$ cat src/rtl/tens_complement_pkg.sv
// Shared types and constants for the serial BCD ten's-complement decoder.
//   state_e        : decoder FSM states (COLLECT input digits, EMIT magnitude digits)
//   bcd_digit_t    : one BCD digit
//   BCD_MAX        : largest legal BCD digit value
//   SIGN_THRESHOLD : an MSD at or above this value marks a negative word
package tens_complement_pkg;

  typedef enum logic [0:0] {
    COLLECT,
    EMIT
  } state_e;

  typedef logic [3:0] bcd_digit_t;

  localparam bcd_digit_t BCD_MAX        = 4'd9;
  localparam bcd_digit_t SIGN_THRESHOLD = 4'd5;

endpackage

$ cat src/rtl/bcd_digit_complement.sv
// One digit of a BCD ten's-complement negation: nine's complement plus an incoming carry,
// wrapping 10 back to 0 and producing the carry for the next more-significant digit.
//   digit     : legal BCD digit (0..9)
//   carry_in  : +1 from the less-significant digit (1 for the LSD)
//   digit_out : resulting BCD digit
//   carry_out : 1 when the sum wrapped from 10 to 0
module bcd_digit_complement
  import tens_complement_pkg::*;
(
  input  logic [3:0] digit,
  input  logic       carry_in,
  output logic [3:0] digit_out,
  output logic       carry_out
);

  logic [4:0] sum;

  always_comb begin
    sum       = (5'(BCD_MAX) - 5'(digit)) + 5'(carry_in);
    carry_out = (sum == 5'd10);
    digit_out = carry_out ? 4'd0 : sum[3:0];
  end

endmodule

$ cat src/rtl/tens_complement_decoder.sv
// Serial BCD ten's-complement to sign-magnitude decoder.
// Collects NDIGITS digits (LSD first) over an input valid/ready stream, resolves the sign
// from the MSD, then emits the magnitude LSD first over an output valid/ready stream.
//   clk, rst                        : clock, synchronous active-high reset
//   in_valid/in_ready/in_digit      : input digit stream
//   out_valid/out_ready/out_digit   : output magnitude digit stream
//   out_sign                        : 1 = negative word (held for the whole output word)
//   out_last                        : marks the MSD output digit
//   out_err                         : the input word held a non-BCD digit
module tens_complement_decoder
  import tens_complement_pkg::*;
#(
  parameter int unsigned NDIGITS = 4
) (
  input  logic       clk,
  input  logic       rst,
  input  logic       in_valid,
  output logic       in_ready,
  input  logic [3:0] in_digit,
  output logic       out_valid,
  input  logic       out_ready,
  output logic [3:0] out_digit,
  output logic       out_sign,
  output logic       out_last,
  output logic       out_err
);

  localparam int unsigned IdxW = (NDIGITS > 1) ? $clog2(NDIGITS) : 1;
  localparam logic [IdxW-1:0] LastIdx = IdxW'(NDIGITS - 1);

  state_e          state_q, state_d;
  logic [IdxW-1:0] idx_q, idx_d;
  logic            carry_q, carry_d;
  logic            neg_q, neg_d;
  logic            err_q, err_d;
  bcd_digit_t      digit_buf_q [NDIGITS];
  bcd_digit_t      digit_buf_d [NDIGITS];

  logic       in_fire, out_fire;
  logic       digit_ok;
  bcd_digit_t stored_digit;
  bcd_digit_t cur_digit;
  bcd_digit_t comp_digit;
  logic       comp_carry;

  // Outputs are forced idle while reset is held, even before the state register clears.
  assign in_ready  = !rst && (state_q == COLLECT);
  assign out_valid = !rst && (state_q == EMIT);
  assign in_fire   = in_valid && in_ready;
  assign out_fire  = out_valid && out_ready;

  assign digit_ok     = (in_digit <= BCD_MAX);
  assign stored_digit = digit_ok ? in_digit : '0;
  assign cur_digit    = digit_buf_q[idx_q];

  bcd_digit_complement u_complement (
    .digit     (cur_digit),
    .carry_in  (carry_q),
    .digit_out (comp_digit),
    .carry_out (comp_carry)
  );

  assign out_digit = out_valid ? (neg_q ? comp_digit : cur_digit) : '0;
  assign out_last  = out_valid && (idx_q == LastIdx);
  assign out_sign  = out_valid && neg_q;
  assign out_err   = out_valid && err_q;

  always_comb begin
    state_d     = state_q;
    idx_d       = idx_q;
    carry_d     = carry_q;
    neg_d       = neg_q;
    err_d       = err_q;
    digit_buf_d = digit_buf_q;

    unique case (state_q)
      COLLECT: begin
        if (in_fire) begin
          digit_buf_d[idx_q] = stored_digit;
          if (!digit_ok) err_d = 1'b1;
          if (idx_q == LastIdx) begin
            // Sign is taken from the stored MSD, so an illegal MSD reads as 0 (positive).
            neg_d   = (stored_digit >= SIGN_THRESHOLD);
            idx_d   = '0;
            carry_d = 1'b1;
            state_d = EMIT;
          end else begin
            idx_d = idx_q + 1'b1;
          end
        end
      end
      EMIT: begin
        if (out_fire) begin
          if (idx_q == LastIdx) begin
            state_d = COLLECT;
            idx_d   = '0;
            err_d   = 1'b0;
            neg_d   = 1'b0;
            carry_d = 1'b0;
          end else begin
            idx_d   = idx_q + 1'b1;
            carry_d = comp_carry;
          end
        end
      end
      default: state_d = COLLECT;
    endcase
  end

  always_ff @(posedge clk) begin
    if (rst) begin
      state_q     <= COLLECT;
      idx_q       <= '0;
      carry_q     <= 1'b1;
      neg_q       <= 1'b0;
      err_q       <= 1'b0;
      digit_buf_q <= '{default: '0};
    end else begin
      state_q     <= state_d;
      idx_q       <= idx_d;
      carry_q     <= carry_d;
      neg_q       <= neg_d;
      err_q       <= err_d;
      digit_buf_q <= digit_buf_d;
    end
  end

endmodule

$ cat config.mk
export PLATFORM = sky130hd
export DESIGN_NAME = tens_complement_decoder
export DESIGN_NICKNAME = d
export VERILOG_FILES = /design/src/rtl/tens_complement_pkg.sv /design/src/rtl/bcd_digit_complement.sv /design/src/rtl/tens_complement_decoder.sv
export SDC_FILE = /design/constraint.sdc
export NUM_CORES = 1
export LEC_CHECK = 0
export CAP_MARGIN = 30
export CELL_PAD_IN_SITES_DETAIL_PLACEMENT = 1
export CELL_PAD_IN_SITES_GLOBAL_PLACEMENT = 1
export CORE_ASPECT_RATIO = 0.6
export CORE_MARGIN = 4
export CORE_UTILIZATION = 35
export CTS_CLUSTER_SIZE = 24
export DETAILED_ROUTE_END_ITERATION = 8
export GPL_TIMING_DRIVEN = 0
export PLACE_DENSITY = 0.7
export RECOVER_POWER = 25
export SYNTH_ARGS = -nofsm -noshare
export SYNTH_HDL_FRONTEND = slang
export SYNTH_SLANG_ARGS = --single-unit
$ cat constraint.sdc
create_clock -name clk -period 3.45 [get_ports clk]
set_clock_uncertainty 0.05 [all_clocks]
set_input_delay 0.5175 -clock clk [delete_from_list [all_inputs] [get_ports clk]]
set_output_delay 0.5175 -clock clk [all_outputs]
set_load 0.05 [all_outputs]
# After elaboration in Yosys (flattened, before gate mapping)

Cells that the tools add are included.

Add/sub/neg operators: 3
Magnitude comparators: 4
Equal/unequal tests: 7
Mux-type cells: 32
Bitwise gates (word level): 2
Reductions and logical operators: 14

Operator list:

| operator                                                          | count |
|---|---|
| 2-to-1 mux 4 bit                                                  | 7 |
| bitwise mux 16 bit                                                | 1 |
| 2-to-1 mux 1 bit                                                  | 14 |
| binary-select mux 4 bit (select 2 bit)                            | 1 |
| demux 4 bit (select 2 bit)                                        | 1 |
| logical AND 1 bit                                                 | 8 |
| case mux 1 bit (2 select lines)                                   | 4 |
| AND reduction 4 bit                                               | 2 |
| 2-to-1 mux 2 bit                                                  | 3 |
| inequality test 2 x 1 -> 1 bit, second input constant             | 3 |
| adder 5 x 1 -> 5 bit                                              | 1 |
| equality test 5 x 4 -> 1 bit, second input constant               | 1 |
| subtractor 4 x 4 -> 5 bit, first input constant                   | 1 |
| greater-or-equal comparator 4 x 3 -> 1 bit, second input constant | 1 |
| less-or-equal comparator 4 bit, second input constant             | 1 |
| inequality test 2 bit, second input constant                      | 2 |
| case mux 2 bit (2 select lines)                                   | 1 |
| AND reduction 2 bit                                               | 2 |
| greater-or-equal comparator 3 bit, second input constant          | 1 |
| < comparator 3 x 1 -> 1 bit, second input constant                | 1 |
| NOT 2 -> 3 bit                                                    | 1 |
| AND reduction 3 bit                                               | 1 |
| adder 2 x 1 -> 2 bit, second input constant                       | 1 |
| equality test 2 bit, second input constant                        | 1 |
| 2 further kinds                                                   | 2 |

Flip-flop bits (word level): 22
Bits of input ports: 8
Word-level logic and storage cells: 71

# Depth between registers and ports, before layout

Depth after elaboration: 10
Depth in mapped cells: 9

# By module

From an unflattened synthesis, not the netlist that was laid out.

Cell total of the unflattened synthesis: 138
Area, all modules: 1290.0 um2

By module, submodules not included:

| module                  | instances | cells each | area each (um2) | sequential area each (um2) |
|---|---|---|---|---|
| tens_complement_decoder | 1         | 122        | 1164.9          | 440.4 |
| bcd_digit_complement    | 1         | 16         | 125.1           | 0.0 |

# Least setup slack after synthesis

No wires, ideal clock.

Path kind: register to output
Start: register idx_q[0]
End: output out_digit[1]
Arrival time: 2.686 ns
Data required time: 2.882 ns
Slack: 0.196 ns
Cell stages (with the launch flop): 10
Cells stage by stage: dfxtp_1 -> buf_6 -> mux4_1 -> inv_1 -> ha_1 -> inv_1 -> ha_1 -> or4_1 -> o311ai_1 -> a21oi_1

Longest elaborated chain between the ends: 10

RTL lines:

| item                                                    | line                           | text |
|---|---|---|
| start, declared                                         | tens_complement_decoder.sv:32  | `logic [IdxW-1:0] idx_q, idx_d;` |
| start signal, assigned                                  | tens_complement_decoder.sv:120 | `idx_q <= idx_d;` |
| NOT 2 -> 3 bit (implied by the code) (*)                | tens_complement_decoder.sv:54  | `assign cur_digit = digit_buf_q[idx_q];` |
| binary-select mux 4 bit (select 2 bit) (*)              | tens_complement_decoder.sv:54  |  |
| 2-to-1 mux 4 bit (implied by the code) (*) (2 in a row) | tens_complement_decoder.sv:54  |  |
| subtractor 4 x 4 -> 5 bit                               | bcd_digit_complement.sv:19     | `sum = (5'(BCD_MAX) - 5'(digit)) + 5'(carry_in);` |
| adder 5 x 1 -> 5 bit                                    | bcd_digit_complement.sv:19     |  |
| equality test 5 x 4 -> 1 bit                            | bcd_digit_complement.sv:20     | `carry_out = (sum == 5'd10);` |
| 2-to-1 mux 4 bit                                        | bcd_digit_complement.sv:21     | `digit_out = carry_out ? 4'd0 : sum[3:0];` |
| 2-to-1 mux 4 bit (*) (2 in a row)                       | tens_complement_decoder.sv:63  | `assign out_digit = out_valid ? (neg_q ? comp_digit : cur_digit) : '0;` |
| end, declared                                           | tens_complement_decoder.sv:22  | `output logic [3:0] out_digit,` |

Every way passes the cells marked *; elsewhere a longest branch is shown, timed or not. The select of a mux whose other input is x is not followed.

# Worst setup path in the final report

Start: register idx_q[0]
End: output out_digit[2]

The elaborated chain is that of the path after synthesis.

==> qor.yml <==
status: "finished, final reports clean"
leakagePower_nw: 0.577
die_height_um: 54.4
drtIter0Drc: 45
design_area_um2: 1570
clock_path_buffers: 2
async_reset_ff_share_pct: 0
drtPass1Iterations: 4
synth-compound-area-share_pct: 10.1
vdd_ir_drop_max_v: 0.000156
synth_top_area_share_pct: 35.1
synth_top_family_by_area: "simple AND/OR/NAND/NOR gates"
syn-mean-instance-area_um2: 8.97
ioPinCount: 17
ys_types: 33
crit_family: "buffers and inverters"
rsz0062_at_grt: "false"
wirelength_um: 3770
synth_common_cells: "22 x dfxtp_1, 20 x nor2_1, 15 x mux2i_1, 11 x nand2_1, 10 x a21oi_1"
num_rows: 16
ctsHtreeMaxLevel: 1
synth_fa_ha_area_share_pct: 6.97
placed_area_um2: 1470
min_path_type: "register to register"
post-synth-top-count-cell: "dfxtp_1"
crit_path_start_kind: "register"
cts-root-buf: "clkbuf_8"
clock-sinks: 22
cts_tree: "yes"
nNetsFinal: 178
area_growth_syn_to_layout_pct: 24.7
regArea_um2: 445
n_fill_cell: 394
fmax_mhz: 299
end_kind: "output pin"
synthesis.nets: 155
clk_pin_slew_ns: 0.07
cp_cell_sequence: "mux4_2 -> inv_1 -> ha_2 -> inv_2 -> ha_4 -> nand2_1 -> xor2_1 -> nor2_1 -> clkdlybuf4s50_1"
setup_violations: 0
met2_usage_pct: 29.0
cap_violations: 0
insertion_delay_ns: 0.25
final_cells: 206
detail-route-antenna-nets: 0
antenna_found_initial: 0
finalWorstPathRequiredPeriod_ns: 3.34
gp_congestion: 0.794
path_max_fanout: 4
syn_area_um2: 1260
routedWlPerCell_um: 18.3
portBuffers: 16
synth_ff_type: "dfxtp_1"
power.total_mw: 0.481
max_stage_delay_ns: 0.82
synth_top_cell_by_area: "dfxtp_1"
synth_mux_area_share_pct: 20.0
slew_headroom_pct: 32.4
yosys_warnings: 0
synthesis.instances: 140
antenna_cells: 0
slowest_stage: "clkdlybuf4s50_1"
drive_gt1_share_pct: 13.0
drc: 0
gr-usage-met3_pct: 2.71
synth_xor_area_share_pct: 0.697
grt_use_total_pct: 16.9
ys_seq_area_share_pct: 35.1
powerDensity_nw_per_um2: 307
synth_area_leaders: "dfxtp_1 35%, mux2i_1 12%, ha_1 7.0%, mux4_1 6.3%, nor2_1 6.0%"
cts_made_buffers: 3
top_usage_layer: "met2"
ys_seq_elements: 22
initial_core_util_pct: 37.6
post-route-period-util_pct: 96.9
dr_total_vias: 1074
grtUsageMet1_pct: 23.4
hold_viol: 0
critPathKind: "register to output pin"
fp.dieW_um: 85.3
grt_pass1_vias: 1124
cp.required_ns: 2.88
placed_cells: 201
design.die.area_um2: 4640
cp.arrival_ns: 2.77
grt_max_degree: 12
crit_buf_inv: 3
grt_pass1_wl_um: 5900
grt_remaining_overflow: 0
core_area_um2: 3340
post-dp-hpwl_um: 2890
slew_violations: 0
synth_edf_count: 0
synth_simple_gate_area_share_pct: 22.1
hold_buffers: 0
worst_pin_slew_ns: 1.01
via_per_inst: 5.21
multiInputGateArea_um2: 788
## final timing paths
path                       start             end  slack (ns)  cells past startpoint
setup / recovery        idx_q[0]    out_digit[2]        0.11                      9
setup reg to reg        idx_q[0]         carry_q        0.91                      8
hold reg to reg   digit_buf_q[2]  digit_buf_q[2]        0.43                      2
hold / removal    digit_buf_q[2]  digit_buf_q[2]        0.43                      2
## report_power, final
group	internal, mW	total [mW]	switching, mW	leakage, nW
clock	0.0777	0.152	0.0743	0.0216
sequential	0.258	0.262	0.00443	0.179
combinational	0.0299	0.0674	0.0375	0.376
total	0.365	0.481	0.116	0.577
## per-stage QoR
step           hold slack, ns  setup TNS, ns  setup WS [ns]  util (%)
2_1_floorplan           0.382              0          0.196         -
3_3_place_gp            0.387         -0.741         -0.532      44.0
3_5_place_dp            0.424         -0.897         -0.565      44.0
4_1_cts                 0.435              0         0.0383      46.1
5_1_grt                 0.453              0         0.0184      46.9
6_report                0.429              0          0.108      46.9
## cell usage in the layout, fill, tap and decap left out, drive strengths merged, types with 2 or more instances in the layout
master and count:
clkdlybuf4s50 13, nand2 11, nand3 4, a21oi 10
nand2b 3, dfxtp 22, buf 4, clkbuf 9
nor2 20, o21ai 2, mux2i 15, ha 7
nor2b 2, or4 2, nor3b 3, mux4 4
and2 8, inv 8
## per-layer routing
metal  share of wire (%)  vias up  routed length, um
li1                    -      526                  -
met1                  51      539               1930
met2                  47        9               1770
met3                 1.9        0                 70
met4                   0        0                  0
met5                   0        -                  0
## logic make-up after synthesis
| family | count (synthesis) |
|---|---|
| and+or+nand+nor | 56 |
| AOI/OAI and AO/OA | 20 |
| adders and majority gates | 7 |
| DFF | 22 |
| muxes | 19 |
| buffers and inverters | 15 |
| xor gates and xnor gates | 1 |
## registers in the layout (all words and copies together) (netlist names)
| signal | cells |
|---|---|
| digit_buf_q | 16 |
| idx_q | 2 |
| err_q | 1 |
| state_q | 1 |
| neg_q | 1 |
| carry_q | 1 |
## layout make-up
| class | instances | share of cell area, % |
|---|---|---|
| clock buffer | 3 | 2.64 |
| multi-input combinational | 103 | 50.3 |
| inverter | 8 | 1.92 |
| tap | 45 | 3.59 |
| sequential | 22 | 28.4 |
| buffer | 6 | 1.44 |
| timing repair buffer | 19 | 11.7 |
## worst register-to-register path, cell delays in order, from the launching register on
cell	delay, ns
dfxtp_4	0.39
mux4_2	0.52
inv_1	0.08
ha_2	0.19
inv_2	0.07
ha_4	0.23
or4_4	0.50
a21oi_1	0.25
a221o_1	0.20
## repair_timing
item	in CTS	in global routing
buffers inserted	2	1
setup endpoints to repair	3	2
hold endpoints to repair	0	0
gates resized for setup	16	4
pin swaps	2	1
Power figures use the tool's default switching activity.
